**src/rtl/ram4k_req_ctrl.sv**
```systemverilog
// Request/response front end for the 4K x 16 RAM: sequences read, write and block-fill
// commands onto the RAM pins and returns read data on a held response channel.
module ram4k_req_ctrl #(
  parameter int unsigned ADDR_W = 12,
  parameter int unsigned DATA_W = 16
) (
  input  logic              clk,
  input  logic              rst_n,
  input  logic              req_valid,
  output logic              req_ready,
  input  logic [1:0]        req_op,
  input  logic [ADDR_W-1:0] req_addr,
  input  logic [DATA_W-1:0] req_wdata,
  input  logic [ADDR_W-1:0] req_len,
  output logic              rsp_valid,
  input  logic              rsp_ready,
  output logic [DATA_W-1:0] rsp_data,
  output logic              busy,
  output logic [DATA_W-1:0] ram_value,
  output logic              ram_load,
  output logic [ADDR_W-1:0] ram_address,
  input  logic [DATA_W-1:0] ram_out
);

  typedef enum logic [2:0] {
    StIdle,
    StWrite,
    StRead,
    StResp,
    StFill
  } state_e;

  localparam logic [1:0] OpRead  = 2'd0;
  localparam logic [1:0] OpWrite = 2'd1;
  localparam logic [1:0] OpFill  = 2'd2;

  state_e              r_state;
  logic [ADDR_W-1:0]   r_cnt;
  logic [DATA_W-1:0]   r_ram_value;
  logic                r_ram_load;
  logic [ADDR_W-1:0]   r_ram_address;
  logic                r_rsp_valid;
  logic [DATA_W-1:0]   r_rsp_data;
  logic                w_idle;

  assign w_idle      = (r_state == StIdle);
  assign req_ready   = w_idle;
  assign busy        = ~w_idle;
  assign ram_value   = r_ram_value;
  assign ram_load    = r_ram_load;
  assign ram_address = r_ram_address;
  assign rsp_valid   = r_rsp_valid;
  assign rsp_data    = r_rsp_data;

  always_ff @(posedge clk or negedge rst_n) begin
    if (!rst_n) begin
      r_state       <= StIdle;
      r_cnt         <= '0;
      r_ram_value   <= '0;
      r_ram_load    <= 1'b0;
      r_ram_address <= '0;
      r_rsp_valid   <= 1'b0;
      r_rsp_data    <= '0;
    end else begin
      case (r_state)
        StIdle: begin
          // Reserved op is consumed here with no side effects.
          if (req_valid) begin
            case (req_op)
              OpRead: begin
                r_ram_address <= req_addr;
                r_state       <= StRead;
              end
              OpWrite: begin
                r_ram_address <= req_addr;
                r_ram_value   <= req_wdata;
                r_ram_load    <= 1'b1;
                r_state       <= StWrite;
              end
              OpFill: begin
                r_ram_address <= req_addr;
                r_ram_value   <= req_wdata;
                r_ram_load    <= 1'b1;
                r_cnt         <= req_len;
                r_state       <= StFill;
              end
              default: ;
            endcase
          end
        end
        StWrite: begin
          r_ram_load <= 1'b0;
          r_state    <= StIdle;
        end
        StRead: begin
          r_rsp_data  <= ram_out;
          r_rsp_valid <= 1'b1;
          r_state     <= StResp;
        end
        StResp: begin
          if (rsp_ready) begin
            r_rsp_valid <= 1'b0;
            r_state     <= StIdle;
          end
        end
        StFill: begin
          // Address wraps naturally at 2**ADDR_W.
          if (r_cnt != '0) begin
            r_ram_address <= r_ram_address + ADDR_W'(1);
            r_cnt         <= r_cnt - ADDR_W'(1);
          end else begin
            r_ram_load <= 1'b0;
            r_state    <= StIdle;
          end
        end
        default: r_state <= StIdle;
      endcase
    end
  end

endmodule
```
**config.mk**
```make
export PLATFORM = sky130hd
export DESIGN_NAME = ram4k_req_ctrl
export DESIGN_NICKNAME = d
export VERILOG_FILES = /design/src/rtl/ram4k_req_ctrl.sv
export SDC_FILE = /design/constraint.sdc
export NUM_CORES = 1
export LEC_CHECK = 0
export BUFFER_PORTS_ARGS = -buffer_cell sky130_fd_sc_hd__buf_2
export CORE_AREA = 2 2 82 84
export DETAILED_ROUTE_END_ITERATION = 6
export DIE_AREA = 0 0 84 86
export PLACE_DENSITY = 0.79
export SLEW_MARGIN = 10
export SYNTH_ARGS = -nofsm -noshare
export SYNTH_HDL_FRONTEND = slang
export SYNTH_SLANG_ARGS = --single-unit
```
**constraint.sdc**
```tcl
create_clock -name clk -period 3.72 [get_ports clk]
set_input_delay 0.558 -clock clk [delete_from_list [all_inputs] [get_ports clk]]
set_output_delay 0.558 -clock clk [all_outputs]
set_load 0.03 [all_outputs]
```
==> results of run 1 <==
[Yosys cell counts, drive strengths merged (2+ instances only)]
cell	n
o31ai	10
o211ai	2
ha	8
nor4	3
and3	2
or4	5
dfrtp	61
o2bb2ai	7
inv	9
nand3	10
a22o	2
nand2b	3
and2	2
or3b	2
nand4	6
buf	10
a31oi	16
nor3	4
a22oi	3
nand2	22
or3	4
nand3b	2
clkbuf	10
o21ai	15
mux2	34
nor2	6
a21oi	18
[final timing paths]
| check | start | end | slack [ns] | cells past startpoint |
|---|---|---|---|---|
| hold reg to reg | rsp_valid | rsp_valid | 0.48 | 1 |
| hold / removal | rst_n | ram_address[10] | 0.33 | 1 |
| setup reg to reg | r_state[2] | ram_address[10] | 1.28 | 4 |
| setup / recovery | r_state[2] | ram_address[10] | 1.28 | 4 |
| min in group clk | ram_out[15] | rsp_data[15] | 0.45 | 2 |
| max in group asynchronous | rst_n | rsp_data[0] | 2.55 | 2 |
[cell families (layout without fill, tap and decap cells)]
logic type,count (synthesis),after routing,share of synthesized area (%)
fa+ha+maj,8,8,3.24
mux,34,34,12.5
buf+inv,29,137,4.37
simple gates,75,75,14.0
compound gates,80,80,16.6
flops,61,61,49.4
[placed cells by master (no fill, tap or decap), types with 2 or more instances in the layout]
cell	count
buf_2	109
dfrtp_1	61
mux2_2	33
nand2_1	21
a21oi_1	18
a31oi_1	16
o21ai_0	15
clkbuf_8	11
o31ai_1	10
nand3_1	10
inv_1	8
ha_1	8
o2bb2ai_1	7
nor2_1	6
nand4_1	6
or4_1	5
or3_1	4
buf_4	4
nor3_1	3
nor4_1	3
nand2b_1	3
a22oi_1	3
and3_1	2
and2_1	2
a22o_1	2
nand3b_1	2
o211ai_1	2
clkinv_2	2
[state kept, by name, summed over array words and instances (netlist names)]
name         flops
r_state          3
rsp_data        16
r_cnt           12
ram_value       16
ram_load         1
ram_address     12
rsp_valid        1
[through the flow]
step	power, µW	setup slack (ns)	util [%]
after global routing	3750	1.13	61.6
after floorplan	2450	1.47	-
after detailed placement	2940	1.32	58.4
final	3520	1.28	61.6
after global placement	2890	1.37	58.4
after CTS	3550	1.30	61.6
[routing by layer]
metal  up-vias  track usage [%]  wire length (µm)
li1       1278                -                 -
met1      1342             27.1              3090
met2       111             37.2              3880
met3         8             5.87               469
met4         0             7.18                76
met5         -                0                 0
[layout make-up]
cell class | instances | share of cell area [%]
clock buffer | 11 | 3.92
clock inverter | 4 | 1.23
inverter | 9 | 0.939
multi-input combinational | 197 | 37.0
sequential | 61 | 39.5
tap | 77 | 2.49
timing repair buffer | 113 | 14.9
[power groups by stage]
stage	clock network, µW	registers, µW	logic [µW]
floorplan	0	1710	744
global placement	0	1250	1640
detailed placement	0	1270	1670
CTS	609	1260	1680
global route	643	1320	1790
finish	593	1260	1670
[worst max-delay path, cell delays in order, from the launching register on]
cell,delay [ns]
dfrtp_1,0.74
or3b_1,0.75
or4_1,0.64
o21ai_0,0.09
a21oi_1,0.09
==> impl_metrics.toml, run 1 <==
[sta]
relSlewSlack_pct = 43.4
tns_ns = 0
clock_skew_ns = 0.00604
setup_viol = 0
final_max_slew_viol_count = 0
hold_ws_ns = 0.328
worstMarginPinSlew_ns = 0.850
grt_setup_unrepaired = "false"
period_share_pct = 65.6
timing.fmax_ghz = 0.410
period_needed_ns = 2.44
hold_violations = 0

[setup_path]
worstSetupPathType = "reg2reg"
worstSetupStartpointType = "flip-flop"
arrival_ns = 2.63
crit_fanout = 26
crit_required_ns = 3.92
cp-end-kind = "flip-flop"

[floorplan]
die_y_um = 86
num_rows = 29
io_pins = 110
die_area_mm2 = 0.00722
core_area_mm2 = 0.00628
die_x_um = 84
initial_core_util_pct = 49.3

[drt]
routed_wirelength_um = 7520
vias_per_cell = 5.80
dr.pass1.iters = 5
ant_nets = 0
wire_per_inst_um = 15.9
num_vias = 2739
first_iter_violations = 141
drc = 0

[clock_tree]
cts_setup_buffers = 0
cts_made_buffers = 9
cts-root-buf = "clkbuf_8"
cts_htree_levels = 3
clk_pin_slew_worst_paths_ns = 0.07
cts_tree = "yes"
clkLatencyLatePin_ns = 0.33
ctsResizeCount = 0
cts_max_path_buffers = 2
cts_sinks = 61
ctsHoldBuffers = 0

[synthesis]
seq_area_frac_synth_pct = 49.4
synth_flop_cell = "dfrtp_1"
netlist_area_mm2 = 0.00309
synthesis.nets = 357
async_reset_ff_share_pct = 100
synthTopCellsByArea = "dfrtp_1 49%, mux2_2 12%, a31oi_1 3.2%, ha_1 3.2%, a21oi_1 2.9%"
synth-seq-cells = 61
yosysWarningCount = 0
synth_area_leader_cell = "dfrtp_1"
synth_edf_count = 0
synth_cells = 287
ys_types = 45
netlist.area_leader.share_pct = 49.4
avgSynthCellArea_um2 = 10.8

[finish]
fillerInstances = 540
areaGrowthSynthToFinish_pct = 25.0
design_area_mm2 = 0.00386
layout.cells.non_filler = 472
multi_input_area_mm2 = 0.00143
nets = 461
layout-drive-gt1-share_pct = 42.8
n_antenna_cell = 0
regArea_mm2 = 0.00153

[power]
combPwrFrac_pct = 47.3
clkPwrFrac_pct = 16.8
peakVddDrop_v = 0.000622
p_per_area_mw_per_mm2 = 912
p_sw_share_pct = 44.9
switchingPower_uw = 1580
leakagePower_uw = 0.00179
seq_power_share_pct = 35.9
intPower_uw = 1940

[global_routing]
grt_pass1_vias = 2671
grt_usage_pct = 21.8
grt_max_degree = 40
antenna_found_initial = 0
grt_overflow = 0
grt_pass1_wl_um = 12600

[placed_design]
gp_congestion = 0.804
dpl.hpwl_um = 5280
numPlacedInstances = 457
place_area_mm2 = 0.00367
portBuffers = 109

[hold_path]
hold_path.class = "in2async"

[run]
max-cap-violations = 0

[run_status]
outcome = "complete, no violations"
Note: power is estimated with default switching activity, not from simulation.
==> inputs of run 2 (changes only) <==
==> constraint.sdc (replaced) <==
create_clock -name clk -period 2.37 [get_ports clk]
set_input_delay 0.3555 -clock clk [delete_from_list [all_inputs] [get_ports clk]]
set_output_delay 0.3555 -clock clk [all_outputs]
set_load 0.03 [all_outputs]
==> run 2 against run 1 <==
Effect of this change: sequential cell count unchanged; worst hold slack worse by 0.083 ns; total power up 58%; clock power up 57%; highest routed layer unchanged; critical path type unchanged.
==> impl_metrics.toml, run 2 (synthesized netlist as in run 1, its figures left out) <==
[run_status]
outcome = "complete, no violations"

[power]
p_per_area_mw_per_mm2 = 1410
leakagePower_uw = 0.00182
peakVddDrop_v = 0.000802
total_power_uw = 5550

[setup_path]
crit_required_ns = 2.59
worstSetupPathType = "reg2reg"
worstSetupStartpointType = "flip-flop"
slowest_stage = "or4_1"
path_cells = "or4_1, nand4b_4, nand2_4, inv_4, mux2_4"
cp_slowest_stage_delay_ns = 0.60
critPathTopFamily = "simple AND/OR/NAND/NOR gates"
crit_fanout = 15
arrival_ns = 2.34
cp-end-kind = "flip-flop"
worst-path-buf-inv = 1

[drt]
ant_nets = 0
dr.pass1.iters = 5
num_vias = 2702
wire_per_inst_um = 15.4
first_iter_violations = 147
vias_per_cell = 5.63
routed_wirelength_um = 7410
drc = 0

[clock_tree]
cts_htree_levels = 3
clkLatencyLatePin_ns = 0.34
ctsHoldBuffers = 1
cts_sinks = 61
cts_max_path_buffers = 2
cts_made_buffers = 9
cts_tree = "yes"
cts_setup_buffers = 0
ctsResizeCount = 0
cts-root-buf = "clkbuf_8"
clk_pin_slew_worst_paths_ns = 0.07

[sta]
timing.fmax_ghz = 0.472
grt_setup_unrepaired = "false"
clock_skew_ns = 0.00732
period_share_pct = 89.3
hold_violations = 0
period_needed_ns = 2.12
worstMarginPinSlew_ns = 0.428
setup_viol = 0
tns_ns = 0
final_max_slew_viol_count = 0
relSlewSlack_pct = 71.4

[finish]
fillerInstances = 550
n_antenna_cell = 0
design_area_mm2 = 0.00393
nets = 469
layout_common_cells = "109 x buf_2, 61 x dfrtp_1, 33 x mux2_2, 21 x nand2_1, 18 x a21oi_1"
layout.cells.non_filler = 480
layout-drive-gt1-share_pct = 43.7
layout_commonest_cell = "buf_2"
utilization_pct = 62.6
areaGrowthSynthToFinish_pct = 27.0

[floorplan]
die_x_um = 84
initial_core_util_pct = 49.3
core_area_mm2 = 0.00628
die_area_mm2 = 0.00722
io_pins = 110
die_y_um = 86
num_rows = 29

[placed_design]
numPlacedInstances = 464
place_area_mm2 = 0.00372
portBuffers = 109
dpl.hpwl_um = 5380
gp_congestion = 0.857

[hold_path]
hold_path.class = "in2reg"

[global_routing]
grt_usage_pct = 21.4
grt_pass1_vias = 2639
grt_pass1_wl_um = 12300
grt_overflow = 0
grt_max_degree = 29
antenna_found_initial = 0

[run]
max-cap-violations = 0
[run 2: cell count changes in the layout (fill, tap and decap cells not counted)]
cell	previous run	this run
buf_4	4	11
dlygate4sd3_1	0	1
[run 2: layer usage]
layer	wire length, µm	global-route usage, %	up-vias
met4	132	8.21	0
met1	3030	26.0	1297
met2	3760	36.5	100
met5	0	0	-
li1	-	-	1295
met3	486	5.87	10
[run 2: worst paths after layout]
path,start,to,slack [ns],cells after the start
min reg2reg,rsp_valid,rsp_valid,0.47,1
max,r_cnt[4],r_cnt[1],0.25,5
min,ram_out[5],rsp_data[5],0.24,2
max reg2reg,r_cnt[4],r_cnt[1],0.25,5
min in group asynchronous,rst_n,ram_address[10],0.46,2
max in group asynchronous,rst_n,r_cnt[2],1.20,3
[run 2: power breakdown]
group	internal, µW	total (µW)	switching (µW)
combinational	982	2650	1660
clock	533	931	398
sequential	1560	1980	418
total	3070	5550	2480
[run 2: worst reg2reg max path, stage by stage (launching register included)]
cell and delay (ns):
dfrtp_1 0.44, or4_1 0.60, nand4b_4 0.37, nand2_4 0.22, inv_4 0.08, mux2_4 0.29
[run 2: cell type report]
class / count / area [µm²] / area share, %
repair buffers: 121 / 638 / 16.2
inverters: 9 / 36.3 / 0.924
flip-flops and latches: 61 / 1530 / 38.9
clock inverters: 4 / 47.5 / 1.21
clock buffers: 11 / 151 / 3.85
well taps: 77 / 96.3 / 2.45
multi-input cells: 197 / 1430 / 36.4
[run 2: metrics by stage]
stage / setup WS, ns / hold WS [ns]
after floorplan: 0.121 / 0.0599
after global placement: 0.345 / 0.287
after detailed placement: 0.274 / 0.294
after CTS: 0.266 / 0.231
after global routing: 0.128 / 0.234
final: 0.252 / 0.245
==> inputs of run 3 (changes only) <==
--- a/config.mk
+++ b/config.mk
@@ -9,6 +9,8 @@
 export CORE_AREA = 2 2 82 84
 export DETAILED_ROUTE_END_ITERATION = 6
 export DIE_AREA = 0 0 84 86
+export GPL_TIMING_DRIVEN = 0
+export HOLD_SLACK_MARGIN = 0.03
 export PLACE_DENSITY = 0.79
 export SLEW_MARGIN = 10
 export SYNTH_ARGS = -nofsm -noshare
==> run 3 against run 2 <==
Effect of this change: final area up 0.25%; sequential share of layout area shrank 0.099 points; critical path depth is 1 higher; critical endpoint is now r_cnt[11]; total power grew 0.49%; core utilization is 0.16 points higher; clock-buffer cell count did not move; clock power is 1% higher; global-route usage decreased by 0.21 points; die area unchanged; non-clock buffer count is 8 higher; register-to-register slack improved by 0.07 ns.
==> impl_metrics.toml, run 3 (synthesized netlist as in run 1, its figures left out) <==
[placed_design]
numPlacedInstances = 473
dp_slack_ns = 0.260
portBuffers = 109
gp_congestion = 0.885
dpl.hpwl_um = 5530

[clock_tree]
cts_sinks = 61
cts_made_buffers = 9
cts-root-buf = "clkbuf_8"
cts_tree = "yes"
clk_pin_slew_worst_paths_ns = 0.07
ctsHoldBuffers = 0
ctsResizeCount = 0
cts_htree_levels = 3
clkLatencyLatePin_ns = 0.34
cts_setup_buffers = 0
cts_max_path_buffers = 2

[finish]
areaGrowthSynthToFinish_pct = 27.3
n_antenna_cell = 0
layout_commonest_cell = "buf_2"
layout_common_cells = "115 x buf_2, 61 x dfrtp_1, 33 x mux2_2, 21 x nand2_1, 18 x a21oi_1"
layout-drive-gt1-share_pct = 42.5
multi_input_area_mm2 = 0.00143
nets = 477
regArea_mm2 = 0.00153
fillerInstances = 556
layout.cells.non_filler = 489

[power]
p_per_area_mw_per_mm2 = 1420
total_power_uw = 5580
peakVddDrop_v = 0.000894
leakagePower_uw = 0.00181

[floorplan]
io_pins = 110
die_x_um = 84
die_area_mm2 = 0.00722
initial_core_util_pct = 49.3
die_y_um = 86
num_rows = 29
core_area_mm2 = 0.00628

[drt]
ant_nets = 0
vias_per_cell = 5.69
dr.pass1.iters = 4
routed_wirelength_um = 7740
first_iter_violations = 164
drc = 0
num_vias = 2782
wire_per_inst_um = 15.8

[sta]
final_max_slew_viol_count = 0
clock_skew_ns = 0.00995
hold_ws_ns = 0.0844
relSlewSlack_pct = 48.2
tns_ns = 0
grt_setup_unrepaired = "false"
hold_violations = 0
worstMarginPinSlew_ns = 0.777
period_share_pct = 86.6
setup_slack_ns = 0.318
period_needed_ns = 2.05
setup_viol = 0
timing.fmax_ghz = 0.487

[setup_path]
worstSetupPathType = "reg2reg"
crit_fanout = 10
crit_start = "r_state[2]"
slowest_stage = "nor3b_2"
worstSetupStartpointType = "flip-flop"
path_cells = "buf_2, nor3b_2, clkbuf_1, o31ai_1, nand3_1, o2bb2ai_1"
arrival_ns = 2.32
worst-path-buf-inv = 2
critPathTopFamily = "buffers and inverters"
worstReg2RegStart = "r_state[2]"
crit_required_ns = 2.63
cp-end-kind = "flip-flop"
cp_slowest_stage_delay_ns = 0.51

[global_routing]
grt_overflow = 0
grt_max_degree = 62
grt_pass1_wl_um = 12300
antenna_found_initial = 0
grt_usage_pct = 21.2
grt_pass1_vias = 2627

[hold_path]
hold_path.class = "in2async"

[run]
max-cap-violations = 0

[run_status]
outcome = "complete, no violations"
==> run 3: cell types whose count changed in the layout (fill, tap and decap cells not counted), sizes merged <==
cell         before  now
clkbuf           11   21
buf             120  119
dlygate4sd3       1    0
inv               9   10
clkinv            2    1
clkinvlp          1    2
==> run 3: layout make-up <==
class,count,share of cell area (%)
multi-input cells,197,36.4
plain buffers,20,2.51
well taps,77,2.45
flip-flops and latches,61,38.8
clock buffers,11,3.59
repair buffers,109,13.9
clock inverters,5,1.49
inverters,9,0.922
==> run 3: path summary, 6_finish.rpt <==
kind                                   end  slack (ns)  cells past startpoint
min                        ram_address[10]        0.08                      1
max reg2reg                      r_cnt[11]        0.32                      6
min reg2reg                      rsp_valid        0.47                      1
max in group asynchronous         r_cnt[4]        1.77                      1
max                              r_cnt[11]        0.32                      6
min in group clk              ram_value[9]        0.24                      2
==> run 3: worst reg2reg max path, delay by kind of cell, from the launching register on <==
| kind | cells | cell delay, ns |
|---|---|---|
| simple gates | 2 | 0.64 |
| flops | 1 | 0.38 |
| buf+inv | 2 | 0.68 |
| compound gates | 2 | 0.27 |
==> run 3: stage by stage <==
| step | cell area, µm² | util, % |
|---|---|---|
| 2_1_floorplan | 3090 | - |
| 3_3_place_gp | 3730 | 59.5 |
| 6_report | 3940 | 62.7 |
| 5_1_grt | 3940 | 62.7 |
| 4_1_cts | 3940 | 62.7 |
| 3_5_place_dp | 3740 | 59.5 |
==> run 3: metal layers <==
| metal | vias to the layer above | global-route usage, % | share of wire, % |
|---|---|---|---|
| met5 | - | 0 | 0 |
| met4 | 0 | 9.68 | 1.5 |
| met3 | 14 | 4.43 | 7.2 |
| met2 | 129 | 35.7 | 51 |
| met1 | 1333 | 26.4 | 40 |
| li1 | 1306 | - | - |
==> run 3: power by group <==
group / switching, µW / total (µW) / internal [µW]
combinational: 1720 / 2710 / 985
sequential: 372 / 1930 / 1560
clock: 428 / 944 / 516
total: 2520 / 5580 / 3060
